<file path="src/rtl/uart_baud_pkg.sv">
// rtl/uart_baud_pkg.sv - increment arithmetic shared by the fractional baud generator
// Increments are round(baud * res * 2^accW / clkRate) at the default 50 MHz / x16 / 24-bit setup.
package uart_baud_pkg;

  localparam int DEF_CLK_RATE  = 50_000_000;
  localparam int DEF_RES       = 16;
  localparam int DEF_ACC_W     = 24;

  // Round to nearest; the 64-bit intermediate holds baud*res*2^accW for any realistic rate.
  function automatic longint unsigned calcIncr(
    input longint unsigned clkRate,
    input longint unsigned baud,
    input longint unsigned res,
    input longint unsigned accW
  );
    longint unsigned num;
    num = (baud * res) << accW;
    return (num + (clkRate >> 1)) / clkRate;
  endfunction

  localparam logic [DEF_ACC_W-1:0] INCR_9600   = DEF_ACC_W'(calcIncr(DEF_CLK_RATE, 9600,   DEF_RES, DEF_ACC_W));
  localparam logic [DEF_ACC_W-1:0] INCR_19200  = DEF_ACC_W'(calcIncr(DEF_CLK_RATE, 19200,  DEF_RES, DEF_ACC_W));
  localparam logic [DEF_ACC_W-1:0] INCR_57600  = DEF_ACC_W'(calcIncr(DEF_CLK_RATE, 57600,  DEF_RES, DEF_ACC_W));
  localparam logic [DEF_ACC_W-1:0] INCR_115200 = DEF_ACC_W'(calcIncr(DEF_CLK_RATE, 115200, DEF_RES, DEF_ACC_W));
  localparam logic [DEF_ACC_W-1:0] INCR_230400 = DEF_ACC_W'(calcIncr(DEF_CLK_RATE, 230400, DEF_RES, DEF_ACC_W));
  localparam logic [DEF_ACC_W-1:0] INCR_921600 = DEF_ACC_W'(calcIncr(DEF_CLK_RATE, 921600, DEF_RES, DEF_ACC_W));

endpackage

</file>
<file path="src/rtl/uart_phase_acc.sv">
// rtl/uart_phase_acc.sv - phase accumulator with loadable increment and carry out
// carry reflects the add that the next enabled edge will commit.
module uart_phase_acc #(
  parameter int ACC_W = 24,
  parameter logic [ACC_W-1:0] RESET_INCR = '0
) (
  input  logic             clk,
  input  logic             rst,
  input  logic             en,
  input  logic             clear,
  input  logic             load,
  input  logic [ACC_W-1:0] loadIncr,
  output logic             carry
);

  logic [ACC_W-1:0] acc;
  logic [ACC_W-1:0] incrReg;
  logic [ACC_W:0]   sum;

  assign sum   = {1'b0, acc} + {1'b0, incrReg};
  assign carry = sum[ACC_W];

  // Residue is kept on wrap so the long-term rate carries no drift.
  always_ff @(posedge clk or posedge rst) begin
    if (rst) begin
      acc <= '0;
    end else if (clear) begin
      acc <= '0;
    end else if (en) begin
      acc <= sum[ACC_W-1:0];
    end
  end

  // A load only changes the rate; the add in the load cycle still uses the old value.
  always_ff @(posedge clk or posedge rst) begin
    if (rst) begin
      incrReg <= RESET_INCR;
    end else if (load) begin
      incrReg <= loadIncr;
    end
  end

endmodule

</file>
<file path="src/rtl/uart_frac_baud_gen.sv">
// rtl/uart_frac_baud_gen.sv - fractional-N oversample, mid-bit and bit tick generator
// One instance per UART channel; restart realigns phase on RX start-bit detect.
module uart_frac_baud_gen
  import uart_baud_pkg::*;
#(
  parameter int CLK_RATE   = 50_000_000,
  parameter int BAUD_RATE  = 115200,
  parameter int RESOLUTION = 16,
  parameter int ACC_W      = 24
) (
  input  logic             clk,
  input  logic             rst,
  input  logic             en,
  input  logic             restart,
  input  logic             cfgLoad,
  input  logic [ACC_W-1:0] cfgIncr,
  output logic             sampleTick,
  output logic             midTick,
  output logic             bitTick
);

  localparam int SUB_W = $clog2(RESOLUTION);
  localparam logic [ACC_W-1:0] DEFAULT_INCR =
    ACC_W'(calcIncr(CLK_RATE, BAUD_RATE, RESOLUTION, ACC_W));
  localparam logic [SUB_W-1:0] SUB_LAST = SUB_W'(RESOLUTION - 1);
  localparam logic [SUB_W-1:0] SUB_MID  = SUB_W'(RESOLUTION / 2 - 1);

  logic             carry;
  logic [SUB_W-1:0] subCnt;

  uart_phase_acc #(
    .ACC_W      (ACC_W),
    .RESET_INCR (DEFAULT_INCR)
  ) u_phase_acc (
    .clk      (clk),
    .rst      (rst),
    .en       (en),
    .clear    (restart),
    .load     (cfgLoad),
    .loadIncr (cfgIncr),
    .carry    (carry)
  );

  // restart outranks en; ticks are registered from the carry of the committed add.
  always_ff @(posedge clk or posedge rst) begin
    if (rst) begin
      subCnt     <= '0;
      sampleTick <= 1'b0;
      midTick    <= 1'b0;
      bitTick    <= 1'b0;
    end else if (restart) begin
      subCnt     <= '0;
      sampleTick <= 1'b0;
      midTick    <= 1'b0;
      bitTick    <= 1'b0;
    end else if (en) begin
      sampleTick <= carry;
      bitTick    <= carry & (subCnt == SUB_LAST);
      midTick    <= carry & (subCnt == SUB_MID);
      if (carry) begin
        subCnt <= (subCnt == SUB_LAST) ? '0 : subCnt + 1'b1;
      end
    end else begin
      sampleTick <= 1'b0;
      midTick    <= 1'b0;
      bitTick    <= 1'b0;
    end
  end

endmodule
</file>
<file path="config.mk">
export PLATFORM = sky130hd
export DESIGN_NAME = uart_frac_baud_gen
export DESIGN_NICKNAME = d
export VERILOG_FILES = /design/src/rtl/uart_baud_pkg.sv /design/src/rtl/uart_phase_acc.sv /design/src/rtl/uart_frac_baud_gen.sv
export SDC_FILE = /design/constraint.sdc
export NUM_CORES = 1
export LEC_CHECK = 0
export ABC_AREA = 0
export ABC_CLOCK_PERIOD_IN_PS = 2500
export CAP_MARGIN = 40
export CORE_UTILIZATION = 53
export DETAILED_ROUTE_END_ITERATION = 12
export GPL_ROUTABILITY_DRIVEN = 1
export GPL_TIMING_DRIVEN = 0
export PLACE_DENSITY_LB_ADDON = 0.08
export SLEW_MARGIN = 20
export SYNTH_ARGS = -nofsm -noshare
export SYNTH_HDL_FRONTEND = slang
export SYNTH_SLANG_ARGS = --single-unit
</file>
<file path="constraint.sdc">
create_clock -name clk -period 2.5 [get_ports clk]
set_clock_uncertainty 0.15 [all_clocks]
set_input_delay 0.75 -clock clk [delete_from_list [all_inputs] [get_ports clk]]
set_output_delay 0.75 -clock clk [all_outputs]
set_load 0.05 [all_outputs]
</file>
Word-level counts from Yosys, hierarchy flattened
Cells that the tools add are included.
{"block": "word_totals", "input_bits": 29, "register_bits": 55, "word_cells": 27, "output_inout_bits": 3}
{"block": "classes", "n_reduce_logical": 3, "n_eq_ne": 2, "n_bitwise": 2, "n_addsub": 2, "muxes": 12}
{"op": "$mux 24", "count": 2}
{"op": "$add 24x24->25", "count": 1}
{"op": "$mux 4", "count": 4}
{"op": "$mux 1", "count": 6}
{"op": "$add 4x1->4 const B", "count": 1}
{"op": "$eq 4x3->1 const B", "count": 1}
{"op": "$eq 4x4->1 const B", "count": 1}
{"op": "$reduce_bool 2->1", "count": 2}
{"op": "$and 1x1->1", "count": 2}
{"op": "$reduce_and 2->1", "count": 1}

Depth between registers and ports, before layout
Gate-level depths: netlist (run 1).
{"block": "logic_depth", "depth_word": 5, "mapped_depth": 8, "ltp_nobuf": 8}

Modules after synthesis
A second synthesis (run 1) with hierarchy kept.
{"block": "unflattened", "cells_unflattened": 373, "area_unflattened_um2": 3554.7}
{"mod": "uart_phase_acc", "area_each_um2": 3251.9, "instances": 1, "seq_area_each_um2": 1218.7, "cells_per_inst": 345}
{"mod": "uart_frac_baud_gen", "area_each_um2": 302.8, "instances": 1, "seq_area_each_um2": 175.2, "cells_per_inst": 28}

Worst setup path after synthesis (run 1)
OpenSTA, ideal clock, no wires.
{"block": "synth_timing", "path_type": "reg-to-reg", "start": "register u_phase_acc.acc[0]", "end": "register subCnt[2]", "path_buffers": 0, "period_less_slack_ns": 2.462, "required_ns": 2.225, "path_stages_with_launch": 9, "setup_slack_ns": 0.038, "arrival_time_ns": 2.187, "setup_time_ns": 0.125, "path_cell_list": "dfrtp_1 -> ha_1 -> fa_1 -> a21oi_1 -> o21ai_4 -> a211oi_4 -> a211oi_4 -> o211ai_2 -> mux2_4"}
{"block": "synth_via", "elab_chain_cells": 3}
{"element": "start, declared", "line": "uart_phase_acc.sv:16", "source": "logic [ACC_W-1:0] acc;"}
{"element": "start signal, assigned", "line": "uart_phase_acc.sv:30", "source": "acc <= sum[ACC_W-1:0];"}
{"element": "$add 24x24->25", "line": "uart_phase_acc.sv:20", "source": "assign sum = {1'b0, acc} + {1'b0, incrReg};"}
{"element": "$reduce_bool 2->1 (no line)"}
{"element": "$reduce_and 2->1 (no line)"}
{"element": "end signal, assigned", "line": "uart_frac_baud_gen.sv:61", "source": "subCnt <= (subCnt == SUB_LAST) ? '0 : subCnt + 1'b1;"}
{"element": "end, declared", "line": "uart_frac_baud_gen.sv:29", "source": "logic [SUB_W-1:0] subCnt;"}
No other way between the ends.
A chain may end at the register's enable or synchronous reset.

Final worst setup path (run 1)
Same ends and word-level chain as after synthesis.

==> results of run 1 <==
kinds of logic (layout without fill, tap and decap cells):
| family | count (synthesis) | in the layout |
|---|---|---|
| AOI/OAI and AO/OA | 103 | 103 |
| muxes | 34 | 34 |
| adders and majority gates | 26 | 26 |
| DFF | 55 | 55 |
| xor gates and xnor gates | 9 | 9 |
| and+or+nand+nor | 118 | 118 |
| buffers and inverters | 27 | 68 |
worst min-delay path: cells and delay by family (launching register included):
kind	cells	cell delay [ps]
DFF	1	360
AOI/OAI and AO/OA	1	60
and+or+nand+nor	1	50
sequential cells by signal, indices dropped and copies added (netlist names):
| name | count |
|---|---|
| u_phase_acc.acc | 24 |
| u_phase_acc.incrReg | 24 |
| subCnt | 4 |
| bitTick | 1 |
| midTick | 1 |
| sampleTick | 1 |
metrics by stage:
stage	worst slack [ps]	power, W	setup TNS [ps]	cells	instance area (um2)
after detailed placement	-257	0.00246	-3650	481	4080
after global placement	-806	0.00243	-40520	481	4080
after CTS	6.91	0.00320	0	491	4260
after global routing	-49.2	0.00359	-70.9	493	4480
after floorplan	37.7	0.00217	0	372	3690
final	65.9	0.00337	0	493	4480
synth_stat cells (2+ instances only):
master    number  share of area [%]
dfrtp_1       41                 28
a21oi_1       32                4.3
nand2_1       31                3.2
ha_1          25                8.5
mux2_2        24                7.3
nor2_1        23                2.3
dfstp_2       14                 10
nand3_1       14                1.9
o21ai_0       13                1.8
clkbuf_1      10                1.0
mux2i_1        9                2.4
nor3b_1        9                1.8
xnor2_1        9                2.1
a21o_1         8                1.6
buf_2          6               0.81
inv_1          6               0.61
nor3_1         6               0.81
a211o_1        5                1.2
nand2b_1       5               0.85
o211ai_1       5                1.0
a211oi_1       4               0.81
and3_1         4               0.68
nand4_1        4               0.68
nor2b_1        4               0.68
o311ai_0       4               0.95
a21oi_2        3               0.71
clkbuf_2       3               0.41
nand3b_1       3               0.61
o211ai_2       3                1.0
o31ai_1        3               0.61
a211oi_4       2                1.1
a221oi_1       2               0.47
a31oi_1        2               0.34
and3_4         2               0.61
and4_1         2               0.47
nand4b_1       2               0.47
nor4_1         2               0.34
o21a_1         2               0.41
o21ai_2        2               0.47
o22ai_1        2               0.34
or3_1          2               0.34
or4_1          2               0.41
per-layer routing:
layer | wire length (um) | up-vias
li1 | - | 1468
met3 | 374 | 20
met5 | 0 | -
met2 | 4370 | 83
met1 | 3790 | 1514
met4 | 231 | 0
where the power goes:
group	switching (W)	internal (W)	leakage, nW
Combinational	0.000877	0.000661	1.10
Clock	0.000296	0.000400	0.0654
Sequential	0.0000968	0.00104	0.680
path summary, 6_finish.rpt:
path	endpoint	cells after the start	startpoint	slack, ps
hold / removal	u_phase_acc.acc[18]	2	u_phase_acc.acc[18]	360
min in group asynchronous	u_phase_acc.incrReg[17]	2	rst	730
setup reg to reg	subCnt[2]	8	u_phase_acc.acc[0]	70
setup / recovery	subCnt[2]	8	u_phase_acc.acc[0]	70
hold reg to reg	u_phase_acc.acc[18]	2	u_phase_acc.acc[18]	360
max in group asynchronous	u_phase_acc.acc[12]	2	rst	1040
area by class of cell:
type,count,area (um2)
clock inverter,2,60.1
sequential,55,1390
tap,80,100
clock buffer,6,72.6
multi-input combinational,290,2400
buffer,19,92.6
inverter,6,25.0
fill,554,2280
timing repair buffer,35,333
repair_timing:
item | in CTS | in global routing
gates resized for setup | 7 | 46
buffers inserted | 2 | 3
setup endpoints to repair | 9 | 15
pin swaps | 2 | 13
gates cloned | 0 | 1
==> results by group, run 1 <==
Setup path
  – Worst Path Arrival: approximately 2500 ps
  – Crit path max-delay family: compound AO/OA/AOI/OAI gates
  – CP Cell Sequence: ha_4 > fa_2 > a21oi_4 > o21ai_4 > a211oi_4 > a211oi_4 > o211ai_2 > mux2_4
  – Crit path capture type: flip-flop
  – CP bufs+invs: 0
  – CP Launch Type: flip-flop
  – CP max stage delay: between 400 and 500 ps
  – Slowest CP cell: dfrtp_1
  – CP Max Fanout: 4
  – Req. time, crit path: 2560 ps
  – CP Class: flip-flop to flip-flop
  – Most used cell, CP: a211oi_4

Flow run
  – Max Cap Viol: 0

Clock tree
  – Clock Pin Slew Worst Setup and Hold Paths: around 100 ps
  – Clock Sink Count: 55
  – Clk_lat worst skew: ~320 ps
  – Total CTS buffers: 5
  – TritonCTS clock tree: done
  – H-tree depth: 2
  – Root Buffer: clkbuf_8
  – Hold_buf cts: 0
  – Max Root-Sink Buffers: 2

Routing
  – Routed len/inst: 17.8 um
  – Drt total wl: ~8.8 mm
  – Vias post-DR: approximately 3100
  – Initial DRC count: 208
  – Drt pass-1 iters: 5
  – Antenna-violating nets left: 0
  – Drt drc: 0
  – Vias/cell: around 6.3

Synthesis
  – Proportion of synthesized area in mux cells: 10.2%
  – Synth Area in Adders: between 9 and 10%
  – Async set-reset flop share out of synthesis: 100%
  – Distinct cells, synth: 60
  – Synth Area in Simple Gates: between 10% and 20%
  – Compound-gate portion of the synthesized area: roughly a fifth
  – Synth Register Bits: 55
  – Post-Syn Area: approximately 3700 um2
  – Post-synth EDFFs: 0
  – Synth Area in XOR/XNOR: about 2.1%
  – Synthesis Warnings: 0
  – Mapped Cells: between 300 and 400
  – Ys flop type: dfrtp_1
  – Largest family of logic cells by synthesized area: compound AO/OA/AOI/OAI gates
  – Syn Area/Cell: slightly below 10 um2
  – Seq/Total Area, Yosys: 37.8%
  – Post-Syn Nets: roughly 430

Timing
  – Min Hold Slack: between 300 and 400 ps
  – Tcrit/Tclk final: a little over nine tenths
  – Setup violators final: 0
  – Max transition margin: between 40% and 50%
  – Slew Viols, Final: 0
  – Actual slew at the worst max-slew pin: 769 ps
  – Fin crit period: around 2400 ps
  – Final hold vios: 0
  – Max Freq: a little over 0.4 GHz

Layout
  – Commonest non-fill, non-tap cell in the layout: dfrtp_1
  – Area Growth Syn to Fin: 21.5%
  – Layout cell share with drive strength beyond 1: a little over a quarter
  – Final net count: ~470
  – Number of diodes: 0
  – Fin util: about two thirds
  – Most frequent cells in the layout: dfrtp_1 (41), nand2_1 (30), clkdlybuf4s50_1 (29)

Floorplan
  – DIE HEIGHT: approximately 85 um
  – Core ar.: slightly below 7000 um2
  – Std-Cell Rows: 30
  – Die area: ~7300 um2
  – Initial core utilization: 54.6%
  – I/O pins: 32
  – Die W: between 80 and 90 um

Power
  – VDD IR max: about 0.4 mV
  – Leak: 1.85 nW
  – Power Density: 753 nW/um2

GRT
  – Gr busiest metal: met2
  – Initial antenna violation count: 0
  – Met3 Usage GRT: under 10%
  – First-pass GRT wire length: 14.4 mm
  – Number of global-route vias before repair: a little under 3000
  – M2 GR Usage: between 40 and 50%
  – Pin count of the biggest net entering global routing: 56
  – Global Route Usage Sum: 25.1%
  – Grt total ovfl: 0
  – Met1 GRT Util: between 30 and 40%

Place
  – GPL Wtd Cong: ~0.86
  – Port buffer count: 29
  – HPWL after DPL: around 6.3 mm

Run status
  – Status: finished, final reports clean

Min path
  – Class of the worst hold path: flip-flop to flip-flop
(Power assumes the default switching activity.)
==> run 2: changes to the inputs <==
Settings changed: ABC_AREA 0 to unset, CORE_UTILIZATION 53 to 58, DONT_BUFFER_PORTS set to 1, REMOVE_ABC_BUFFERS set to 1.
==> run 2 against run 1 <==
Net effect: total power fell by 8.7%; critical path depth did not move; die area fell by 8.4%; non-clock buffer count fell by 44; final cell count fell by 9.9%; register-to-register slack barely moved; wire length fell by 16%.
==> results by group, run 2 (synthesis gave the netlist of run 1 again) <==
Timing
  – Setup violators final: 0 (unchanged)
  – Max transition margin: 48.6% (about the same)
  – Tcrit/Tclk final: 96.8% (was 97.4%)
  – RSZ-0062 raised after global routing: true
  – Fin crit period: 2420 ps (was 2430 ps)
  – Slew Viols, Final: 0 (unchanged)
  – Min Hold Slack: 251 ps (was 356 ps)
  – Actual slew at the worst max-slew pin: 769 ps (about the same)
  – Max Freq: 0.413 GHz (was 0.411 GHz)
  – Final hold vios: 0 (unchanged)
  – Fin Setup TNS: 0 ps (unchanged)

Setup path
  – FF-to-FF End: u_phase_acc.acc[22] (was subCnt[2])
  – Worst r2r src: u_phase_acc.acc[0] (unchanged)
  – Crit path max-delay family: compound AO/OA/AOI/OAI gates (unchanged)
  – CP Launch Type: flip-flop (unchanged)
  – R2R cell count: 8 (unchanged)
  – Register-to-register setup slack: 80 ps (was 70 ps)
  – Crit path capture type: flip-flop (unchanged)
  – Worst Path Arrival: 2530 ps (was 2500 ps)
  – CP Max Fanout: 4 (unchanged)
  – CP Class: flip-flop to flip-flop (unchanged)
  – Slowest CP cell: dfrtp_1 (unchanged)
  – CP max stage delay: 420 ps (about the same)
  – CP Cell Sequence: ha_4 > fa_2 > a21oi_4 > o21ai_4 > a211oi_4 > a21oi_1 > or3_1 > nand3_1 (was ha_4 > fa_2 > a21oi_4 > o21ai_4 > a211oi_4 > a211oi_4 > o211ai_2 > mux2_4)
  – Req. time, crit path: 2610 ps (was 2560 ps)
  – CP bufs+invs: 0 (unchanged)

Layout
  – Number of diodes: 0 (unchanged)
  – Layout cell share with drive strength beyond 1: 26.3% (was 26.2%)
  – Most frequent cells in the layout: dfrtp_1 (41), nand2_1 (31), a21oi_1 (28) (was dfrtp_1 (41), nand2_1 (30), clkdlybuf4s50_1 (29))
  – Fillcell total: 470 (was 554)
  – Final net count: 423 (was 467)
  – Commonest non-fill, non-tap cell in the layout: dfrtp_1 (unchanged)
  – Largest regs: u_phase_acc.acc: 24 flops, u_phase_acc.incrReg: 24 flops, subCnt: 4 flops (unchanged)
  – Final instance area: 4030 um2 (was 4480 um2)
  – Area Growth Syn to Fin: 9.26% (was 21.5%)

Routing
  – Initial DRC count: 153 (was 208)
  – Drt drc: 0 (unchanged)
  – Antenna-violating nets left: 0 (unchanged)
  – Drt total wl: 7.36 mm (was 8.76 mm)
  – Vias post-DR: 2829 (was 3085)
  – Vias/cell: 6.37 (was 6.26)
  – Routed len/inst: 16.6 um (was 17.8 um)
  – Drt pass-1 iters: 4 (was 5)

Place
  – Area after DPL: 3690 um2 (was 4080 um2)
  – Port buffer count: 0 (was 29)
  – HPWL after DPL: 5.20 mm (was 6.26 mm)
  – GPL Wtd Cong: 0.875 (was 0.863)

Power
  – Leak: 1.69 nW (was 1.85 nW)
  – Switching share of power: 37.4% (was 37.7%)
  – Combinational share of power: 44.3% (was 45.6%)
  – Clock Power Share: 19.0% (was 20.7%)
  – VDD IR max: 0.420 mV (was 0.408 mV)
  – Power Density: 764 nW/um2 (was 753 nW/um2)
  – Net switching power: 0.00115 W (was 0.00127 W)
  – Pint: 0.00193 W (was 0.00210 W)
  – Reg power frac: 36.7% (was 33.7%)
  – Pwr Total: 0.00308 W (was 0.00337 W)

Floorplan
  – I/O pins: 32 (unchanged)
  – Std-Cell Rows: 28 (was 30)
  – Die W: 81.7 um (was 85.4 um)
  – Die area: 6680 um2 (was 7300 um2)
  – Core ar.: 6030 um2 (was 6760 um2)
  – DIE HEIGHT: 81.7 um (was 85.4 um)
  – Initial core utilization: 61.2% (was 54.6%)

Clock tree
  – Clock Sink Count: 55 (unchanged)
  – Max Root-Sink Buffers: 2 (unchanged)
  – Root Buffer: clkbuf_8 (unchanged)
  – Clk_lat worst skew: 310 ps (was 320 ps)
  – H-tree depth: 2 (unchanged)
  – Clock Pin Slew Worst Setup and Hold Paths: 100 ps (about the same)
  – Total CTS buffers: 5 (unchanged)
  – TritonCTS clock tree: done (unchanged)

GRT
  – Pin count of the biggest net entering global routing: 56 (unchanged)
  – Global Route Usage Sum: 23.6% (was 25.1%)
  – Grt total ovfl: 0 (unchanged)
  – First-pass GRT wire length: 12.1 mm (was 14.4 mm)
  – Number of global-route vias before repair: 2690 (was 2984)
  – Initial antenna violation count: 0 (unchanged)

Min path
  – Class of the worst hold path: input port to async pin (was flip-flop to flip-flop)

Run status
  – Status: finished, final reports clean (unchanged)

Flow run
  – Max Cap Viol: 0 (unchanged)
-- run 2: power groups by stage --
stage	combinational, W	sequential [W]	clock, W
floorplan	0.00101	0.00112	0
global placement	0.00118	0.00113	0
detailed placement	0.00121	0.00114	0
CTS	0.00126	0.00112	0.000606
global route	0.00151	0.00115	0.000637
finish	0.00136	0.00113	0.000585
-- run 2: stage by stage --
step	utilization, %	cells	setup WS, ps
after floorplan	-	351	37.7
after global placement	61.2	426	-308
after detailed placement	61.2	426	-176
after CTS	64.5	440	15.6
after global routing	66.9	444	-23.1
final	66.9	444	80.5
-- run 2: worst max-delay path by stage --
stage	from	end	slack, ps	cells after the start
after CTS	u_phase_acc.acc[0]	u_phase_acc.acc[22]	20	8
after global routing	u_phase_acc.incrReg[0]	subCnt[3]	-20	9
after global placement	rst	u_phase_acc.acc[7]	-310	1
after floorplan	u_phase_acc.acc[0]	subCnt[2]	40	8
after detailed placement	u_phase_acc.acc[0]	u_phase_acc.acc[18]	-180	8
final	u_phase_acc.acc[0]	u_phase_acc.acc[22]	80	8
-- run 2: cell type report --
class	count	area, um2	share of cell area (%)
Multi-Input combinational cell	290	2330	57.8
Clock inverter	3	43.8	1.09
Tap cell	75	93.8	2.33
Timing Repair Buffer	10	75.1	1.86
Inverter	6	25.0	0.621
Clock buffer	5	68.8	1.71
Sequential cell	55	1390	34.6
-- run 2: metal layers --
layer | vias up | part of all wire [%] | global-route usage (%)
li1 | 1384 | - | -
met1 | 1383 | 46 | 30.1
met2 | 54 | 49 | 40.6
met3 | 8 | 3.4 | 3.89
met4 | 0 | 1.2 | 7.19
met5 | - | 0 | 0
-- run 2: worst reg2reg max path, delay by kind of cell (launching register included) --
kind | cells | cell delay [ps]
fa+ha+maj | 2 | 540
compound gates | 4 | 790
flops | 1 | 420
simple gates | 2 | 460
-- run 2: what timing repair did --
item	in CTS	in global routing
endpoints found under the setup margin	8	11
gates resized for setup	10	22
pin swaps	5	11
setup buffers	6	4
hold buffers	0	0
